===== src/rtl/dual_fifo_frame_scheduler.sv =====
// Pulls fixed-length frames from one of two sample FIFOs (L/R) and streams them
// out with Sop/Eop framing, alternating channels when both have data queued.
module dual_fifo_frame_scheduler #(
    parameter int DATA_WIDTH = 24,
    parameter int FRAME_LEN  = 256,
    parameter int CNT_WIDTH  = 8
) (
    input  logic                  Clk,
    input  logic                  Clear_in,
    input  logic                  Enable_in,
    input  logic                  L_Empty_in,
    input  logic                  R_Empty_in,
    output logic                  L_ReadEn_out,
    output logic                  R_ReadEn_out,
    input  logic [DATA_WIDTH-1:0] L_Data_in,
    input  logic [DATA_WIDTH-1:0] R_Data_in,
    output logic [DATA_WIDTH-1:0] Out_Data_out,
    output logic                  Out_Valid_out,
    input  logic                  Out_Ready_in,
    output logic                  Out_Sop_out,
    output logic                  Out_Eop_out,
    output logic                  Out_Chan_out,
    output logic                  Busy_out,
    output logic                  FrameDone_out
);

    typedef enum logic [2:0] {IDLE, ARB, RD, CAP, OUT} state_t;

    localparam logic [CNT_WIDTH-1:0] LAST_CNT = CNT_WIDTH'(FRAME_LEN - 1);

    state_t               state;
    logic [CNT_WIDTH-1:0] cnt;
    logic                 last_chan;
    logic                 sel_empty;
    logic                 rd_issue;

    // The read strobe is combinational so a refilled FIFO is read the same cycle
    // its empty flag drops; Clear_in masks it so no sample is lost on reset.
    assign sel_empty    = Out_Chan_out ? R_Empty_in : L_Empty_in;
    assign rd_issue     = (state == RD) && !sel_empty && !Clear_in;
    assign L_ReadEn_out = rd_issue && !Out_Chan_out;
    assign R_ReadEn_out = rd_issue && Out_Chan_out;
    assign Busy_out     = (state == RD) || (state == CAP) || (state == OUT);

    always_ff @(posedge Clk) begin
        if (Clear_in) begin
            state         <= IDLE;
            cnt           <= '0;
            last_chan     <= 1'b1;
            Out_Chan_out  <= 1'b0;
            Out_Data_out  <= '0;
            Out_Valid_out <= 1'b0;
            Out_Sop_out   <= 1'b0;
            Out_Eop_out   <= 1'b0;
            FrameDone_out <= 1'b0;
        end else begin
            FrameDone_out <= 1'b0;
            case (state)
                IDLE: begin
                    if (Enable_in) state <= ARB;
                end
                ARB: begin
                    if (!Enable_in) begin
                        state <= IDLE;
                    end else if (!L_Empty_in || !R_Empty_in) begin
                        // On a tie the channel not served last wins.
                        if (!L_Empty_in && !R_Empty_in) Out_Chan_out <= ~last_chan;
                        else                            Out_Chan_out <= L_Empty_in;
                        cnt   <= '0;
                        state <= RD;
                    end
                end
                RD: begin
                    if (rd_issue) state <= CAP;
                end
                CAP: begin
                    Out_Data_out  <= Out_Chan_out ? R_Data_in : L_Data_in;
                    Out_Valid_out <= 1'b1;
                    Out_Sop_out   <= (cnt == '0);
                    Out_Eop_out   <= (cnt == LAST_CNT);
                    state         <= OUT;
                end
                OUT: begin
                    if (Out_Ready_in) begin
                        Out_Valid_out <= 1'b0;
                        Out_Sop_out   <= 1'b0;
                        Out_Eop_out   <= 1'b0;
                        if (Out_Eop_out) begin
                            cnt           <= '0;
                            last_chan     <= Out_Chan_out;
                            FrameDone_out <= 1'b1;
                            state         <= ARB;
                        end else begin
                            cnt   <= cnt + 1'b1;
                            state <= RD;
                        end
                    end
                end
                default: state <= IDLE;
            endcase
        end
    end

endmodule

===== config.mk =====
export PLATFORM = sky130hd
export DESIGN_NAME = dual_fifo_frame_scheduler
export DESIGN_NICKNAME = d
export VERILOG_FILES = /design/src/rtl/dual_fifo_frame_scheduler.sv
export SDC_FILE = /design/constraint.sdc
export NUM_CORES = 1
export LEC_CHECK = 0
export ABC_AREA = 1
export ABC_CLOCK_PERIOD_IN_PS = 2800
export CAP_MARGIN = 20
export CORE_UTILIZATION = 46
export CTS_CLUSTER_DIAMETER = 50
export CTS_CLUSTER_SIZE = 20
export DETAILED_ROUTE_END_ITERATION = 16
export GPL_TIMING_DRIVEN = 0
export HOLD_SLACK_MARGIN = 0.05
export MAX_ROUTING_LAYER = met4
export PLACE_DENSITY = 0.86
export SYNTH_ARGS = -nofsm -noshare
export SYNTH_HDL_FRONTEND = slang
export SYNTH_SLANG_ARGS = --single-unit

===== constraint.sdc =====
create_clock -name Clk -period 2.8 [get_ports Clk]
set_clock_uncertainty 0.2 [all_clocks]
set_input_delay 0.7 -clock Clk [delete_from_list [all_inputs] [get_ports Clk]]
set_output_delay 0.7 -clock Clk [all_outputs]
set_load 0.02 [all_outputs]

==> impl_results.md, run 1 <==
- Post-synthesis cell type count: 32
- Top post-synthesis cells by count: nand2_1 (81), dfxtp_1 (41), o21ai_0 (30), a31oi_1 (24), nand3_1 (17)
- Status: complete, no violations
- Most common cell in the netlist: nand2_1
- Min-Delay Path Class: reg2reg
- Clock Tree Buf Depth: 2
- Post-synthesis sequential area ratio: 0.401
- Syn. warnings: 0
- Synth-to-layout area growth: 48.5%
- Yosys top cell area share: 0.401
- # DRC: 0
- IO buf count: 84
- Die Wd: 68.7 µm
- TNS Setup: 0 ns
- Worst VDD drop: 0.354 mV
- Slew @ Worst Pin: between 0.4 and 0.5 ns
- Row Count: 23
- Total core area: 4140 µm²
- CP max FO: 3
- Total gr overflow: 0
- Post-DR wirelength/cell: approximately 14 µm
- Cts hold-fix bufs: 0
- Avg Cell Area, Syn: 7.22 µm²
- Post-DP HPWL: 4.32 mm
- Overall power: about 0.002 W
- H-tree depth: 2
- Final Cell Area: 3040 µm²
- R2R Path End: state[1]
- Cell area after synthesis: 2040 µm²
- Grt met1 use: 0.323
- R2R Setup Slk: 1.14 ns
- Router iterations before antenna repair: 5
- First-pass GRT wire length: between 8 and 9 mm
- Routability cong.: 0.892
- Post-synth EDFFs: 0
- Ranking of synthesized cells by area: dfxtp_1 (40%), nand2_1 (15%), a31oi_1 (7.3%)
- DR vias: 2245
- Max cap viols: 0
- Rel. slew slack: 0.691
- Sink Count: 41
- WP data required: 1.90 ns
- Total GRT Usage: 0.260
- Crit path DAT: 1.75 ns
- Async S/R FF share, synth: 0
- Synth Flop Type: dfxtp_1
- Met2 Track Usage GR: 0.396
- Setup violations, final: 0
- Number of post-CTS setup repair buffers: 0
- Clk pin slew, worst setup/hold paths: 0.08 ns
- CTS tree: yes
- Cells on worst reg2reg path: 9
- Final Max Slew Viols: 0
- Clk_lat worst skew: 0.30 ns
- Hold path endpoint: Out_Valid_out
- Fin util: 0.732
- RR Startpoint: Out_Chan_out
- Num ports: 86
- Initial antenna violation count: 0
- Syn nets: 339
- Die ar.: 4710 µm²
- Post-synth top area cell: dfxtp_1
- Nets: 429
- Element type at the critical path end: output pin
- Routed vias/inst: approximately 5.3
- WS Path Type: in2out
- Tmin final: 2.65 ns
- Initial core utilization: 0.493
- Seq cells post-synth: 41
- Layer with the highest usage: met2
- Layout Cells excl Fill: 424
- Root Buffer: clkbuf_8
- Antenna Cells: 0
- GRT met3 Usage: 0.0625
- Detailed Route WL: 5.74 mm
- Final hold vios: 0
- Share of post-route cells with drive strength above 1: 0.107
- DP Area: 2950 µm²
- Crit start category: input pin
- Static leakage: 1.23 nW
- Fmax: 0.378 GHz
- First DRT Iteration DRCs: 119
- Placed cells: 417
- Largest net degree at the start of global routing: 15
- Worst hold stages: 2
- Cells after Synth: 283
- Hold path start: Out_Valid_out
- PwrDens: slightly below 700 nW/µm²
- Tcrit/Tclk final: 0.945
- CTS Buf Count: 5
- DRT antenna net count: 0
- RSZ-0062 raised after global routing: no
- Die height: 68.7 µm
- Number of global-route vias before repair: between 1500 and 2000
## through the flow
stage | hold slack, ns | setup WS [ns]
CTS | 0.281 | 0.0455
floorplan | 0.241 | 0.242
global placement | 0.247 | -0.425
finish | 0.283 | 0.153
detailed placement | 0.262 | -0.429
global route | 0.316 | 0.0284
## critical path, cell delays in order
cell             delay (ns)
clkdlybuf4s50_1        0.47
o21ai_1                0.19
nand3_1                0.12
nor2_1                 0.09
buf_2                  0.18
## report_power, final
group | switching, W | internal, W
clock network | 0.000214 | 0.000223
logic | 0.000489 | 0.000375
registers | 0.0000804 | 0.000680
total | 0.000783 | 0.00128
## state kept, by name, indices dropped and copies added, names as in the netlist
signal / flops
cnt: 8
Out_Sop_out: 1
state: 3
FrameDone_out: 1
Out_Chan_out: 1
Out_Eop_out: 1
last_chan: 1
Out_Valid_out: 1
Out_Data_out: 24
## layer usage
| layer | up-vias | part of all wire | routed length (µm) |
|---|---|---|---|
| met2 | 94 | 0.48 | 2740 |
| met3 | 11 | 0.067 | 383 |
| met5 | - | 0 | 0 |
| met1 | 1008 | 0.43 | 2470 |
| li1 | 1132 | - | - |
| met4 | 0 | 0.024 | 137 |
## logic make-up after synthesis
| kind of cell | synth area share |
|---|---|
| DFF | 0.401 |
| adders and majority gates | 0.0122 |
| and+or+nand+nor | 0.316 |
| AOI/OAI and AO/OA | 0.188 |
| buffers and inverters | 0.0820 |
## repair_timing
item	in CTS	in global routing
pin swaps	0	0
resized for setup	6	3
endpoints found under the setup margin	2	2
## worst max-delay path by stage
stage	to	cells past startpoint	slack (ns)	startpoint
floorplan	L_ReadEn_out	5	0.24	Clear_in
global placement	R_ReadEn_out	6	-0.43	Clear_in
detailed placement	R_ReadEn_out	6	-0.43	Clear_in
CTS	R_ReadEn_out	5	0.05	R_Empty_in
global route	R_ReadEn_out	7	0.03	L_Empty_in
finish	R_ReadEn_out	5	0.15	R_Empty_in
## layout make-up
| cell class | count | area, µm² |
|---|---|---|
| buffer | 15 | 83.8 |
| clock buffer | 7 | 96.3 |
| clock inverter | 1 | 5.00 |
| fill | 338 | 1110 |
| inverter | 20 | 80.1 |
| multi-input combinational | 206 | 1060 |
| sequential | 41 | 821 |
| tap | 50 | 62.6 |
| timing repair buffer | 84 | 831 |
## placed cells by master (no fill, tap or decap), types with 5 or more instances in the layout
| cell type | n |
|---|---|
| a21oi_1 | 8 |
| a31oi_1 | 24 |
| buf_2 | 5 |
| clkbuf_1 | 7 |
| clkbuf_8 | 7 |
| clkdlybuf4s50_1 | 82 |
| dfxtp_1 | 41 |
| inv_1 | 14 |
| nand2_1 | 81 |
| nand3_1 | 17 |
| nor2_1 | 13 |
| nor3_1 | 5 |
| o21ai_0 | 30 |
No activity file was read; power rests on OpenSTA's default activity.
==> inputs of run 2 (changes only) <==
- CORE_UTILIZATION: 46 -> 37
- PLACE_DENSITY: 0.86 -> 0.71
- SLEW_MARGIN: not set -> 20
==> run 2 against run 1 <==
Net effect:
- clock power decreased by 1%
- final cell count rose by 4.7%
- global-route usage down 5.2 points
- fmax is 1.2% lower
- core utilization down 14 points
- hold slack got worse by 0.021 ns
- die area up 24%
- combinational power is 0.7% lower
- non-clock buffer count did not move
- total power is 0.72% lower
- via count fell by 3.4%
- setup slack worse by 0.031 ns
==> impl_results.md, run 2 (synthesis results as in run 1) <==
- Status: complete, no violations
- Total GRT Usage: 0.208
- Final hold vios: 0
- RSZ-0062 raised after global routing: no
- PwrDens: 668 nW/µm²
- Register area: 821 µm²
- Final Max Slew Viols: 0
- Num ports: 86
- Most common cell after layout, fill and taps aside: clkdlybuf4s50_1
- Total gr overflow: 0
- Initial core utilization: 0.393
- Top Metal Used: met4
- Met3 wire len: roughly 230 µm
- Max reg flops: 24
- Total core area: 5200 µm²
- Fmax: 0.373 GHz
- Cells on worst reg2reg path: 9
- CTS tree: yes
- R2R Path End: state[1]
- Final Cell Area: 3060 µm²
- Tmin final: 2.68 ns
- Critical path, cell by cell: clkdlybuf4s50_1, inv_1, nand2_1, o21ai_1, nand3_1, nor2_1, buf_2
- Synth-to-layout area growth: 49.7%
- Die Wd: 76.3 µm
- Crit path max-delay cell type: clkdlybuf4s50_1
- Share of post-route cells with drive strength above 1: 0.107
- Initial antenna violation count: 0
- Layout Cells excl Fill: 444
- Static leakage: 1.23 nW
- Largest reg by FF count: Out_Data_out
- DRT antenna net count: 0
- Router iterations before antenna repair: 4
- # DRC: 0
- CTS Buf Count: 5
- Multi-input gate area: 1060 µm²
- RR Startpoint: Out_Chan_out
- IO buf count: 84
- Element type at the critical path end: output pin
- Most frequent cells in the layout: clkdlybuf4s50_1 (82), nand2_1 (81), dfxtp_1 (41), o21ai_0 (30), a31oi_1 (24)
- Met1 Routed Length: 2.69 mm
- Clk_lat worst skew: roughly 0.30 ns
- Largest registers: Out_Data_out: 24 flops, cnt: 8 flops, state: 3 flops
- Stages on worst setup path: 7
- Post-DR wirelength/cell: 12.8 µm
- Routed vias/inst: just under 5
- Setup violations, final: 0
- Critical path endpoint: L_ReadEn_out
- Antenna Cells: 0
- First-pass GRT wire length: 9.49 mm
- Post-DP HPWL: around 4.3 mm
- DP Area: around 3000 µm²
- CP max FO: 2
- Slew @ Worst Pin: 0.465 ns
- Met2 wire length: 2.64 mm
- Worst setup path startpoint: L_Empty_in
- Crit start category: input pin
- Largest net degree at the start of global routing: 15
- Root Buffer: clkbuf_8
- WS Path Type: in2out
- Die ar.: 5830 µm²
- Row Count: 26
- Sink Count: 41
- Slowest Stage Delay on Critical Path: 0.44 ns
- Max cap viols: 0
- Fill cell count: around 500
- R2R Setup Slk: ~1.1 ns
- First DRT Iteration DRCs: 146
- Clk pin slew, worst setup/hold paths: 0.07 ns
- Detailed Route WL: 5.69 mm
- Crit path DAT: roughly 1.8 ns
- Rel. slew slack: 0.690
- Number of global-route vias before repair: 2058
- Min-Delay Path Class: reg2reg
- Placed cells: 437
- Routability cong.: 0.909
- H-tree depth: 2
- Die height: 76.3 µm
- Clock Tree Buf Depth: 2
- Tcrit/Tclk final: 0.957
- Largest delay share family, worst path: buffers and inverters
- Nets: around 430
- Worst VDD drop: 0.373 mV
- Hold path start: Out_Valid_out
- Cts hold-fix bufs: 0
- WP data required: 1.90 ns
- DR vias: 2168
- CP Buf/Inv Count: 3
==> run 2: cell counts in the layout (fill, tap and decap cells not counted) <==
Identical to the previous run, type by type.
==> run 2: layer usage <==
layer	vias up	track usage
met5	-	-
met4	0	0.0750
met3	10	0.0371
met2	57	0.325
met1	974	0.267
li1	1127	-
==> run 2: report_power, final <==
group	leakage [nW]	switching, W	internal, W	total (W)
combinational	0.840	0.000482	0.000375	0.000857
sequential	0.332	0.0000776	0.000680	0.000757
clock	0.0542	0.000208	0.000223	0.000431
==> run 2: stage by stage <==
| stage | utilization | TNS [ns] | power (W) | hold WS (ns) | worst slack, ns |
|---|---|---|---|---|---|
| after floorplan | - | 0 | 0.00129 | 0.241 | 0.242 |
| after global placement | 0.571 | -0.999 | 0.00162 | 0.255 | -0.501 |
| after detailed placement | 0.571 | -1.05 | 0.00163 | 0.258 | -0.534 |
| after CTS | 0.590 | 0 | 0.00206 | 0.270 | 0.00959 |
| after global routing | 0.588 | 0 | 0.00218 | 0.316 | 0.0199 |
| final | 0.588 | 0 | 0.00205 | 0.262 | 0.121 |
==> run 2: worst min path at each step <==
stage / end / slack, ns / depth (start not counted)
2_1_floorplan: last_chan / 0.24 / 2
5_1_grt: Out_Valid_out / 0.32 / 2
3_5_place_dp: Out_Valid_out / 0.26 / 2
3_3_place_gp: Out_Valid_out / 0.25 / 2
6_report: Out_Valid_out / 0.26 / 2
4_1_cts: Out_Valid_out / 0.27 / 2
==> run 2: layout make-up <==
type                            instances  area share
Buffer                                 15      0.0274
Sequential cell                        41       0.268
Multi-Input combinational cell        206       0.345
Tap cell                               70      0.0286
Clock inverter                          1     0.00164
Clock buffer                            7      0.0315
Timing Repair Buffer                   84       0.271
Inverter                               20      0.0262
==> run 2: repair_timing <==
item | in CTS | in global routing
setup endpoints to repair | 2 | 2
setup buffers | 0 | 0
gates resized for setup | 7 | 2
==> run 2: tightest hold or removal path: cells and delay by family (launching register included) <==
kind	cells	cell delay (ns)
flops	1	0.31
simple gates	1	0.06
compound gates	1	0.05
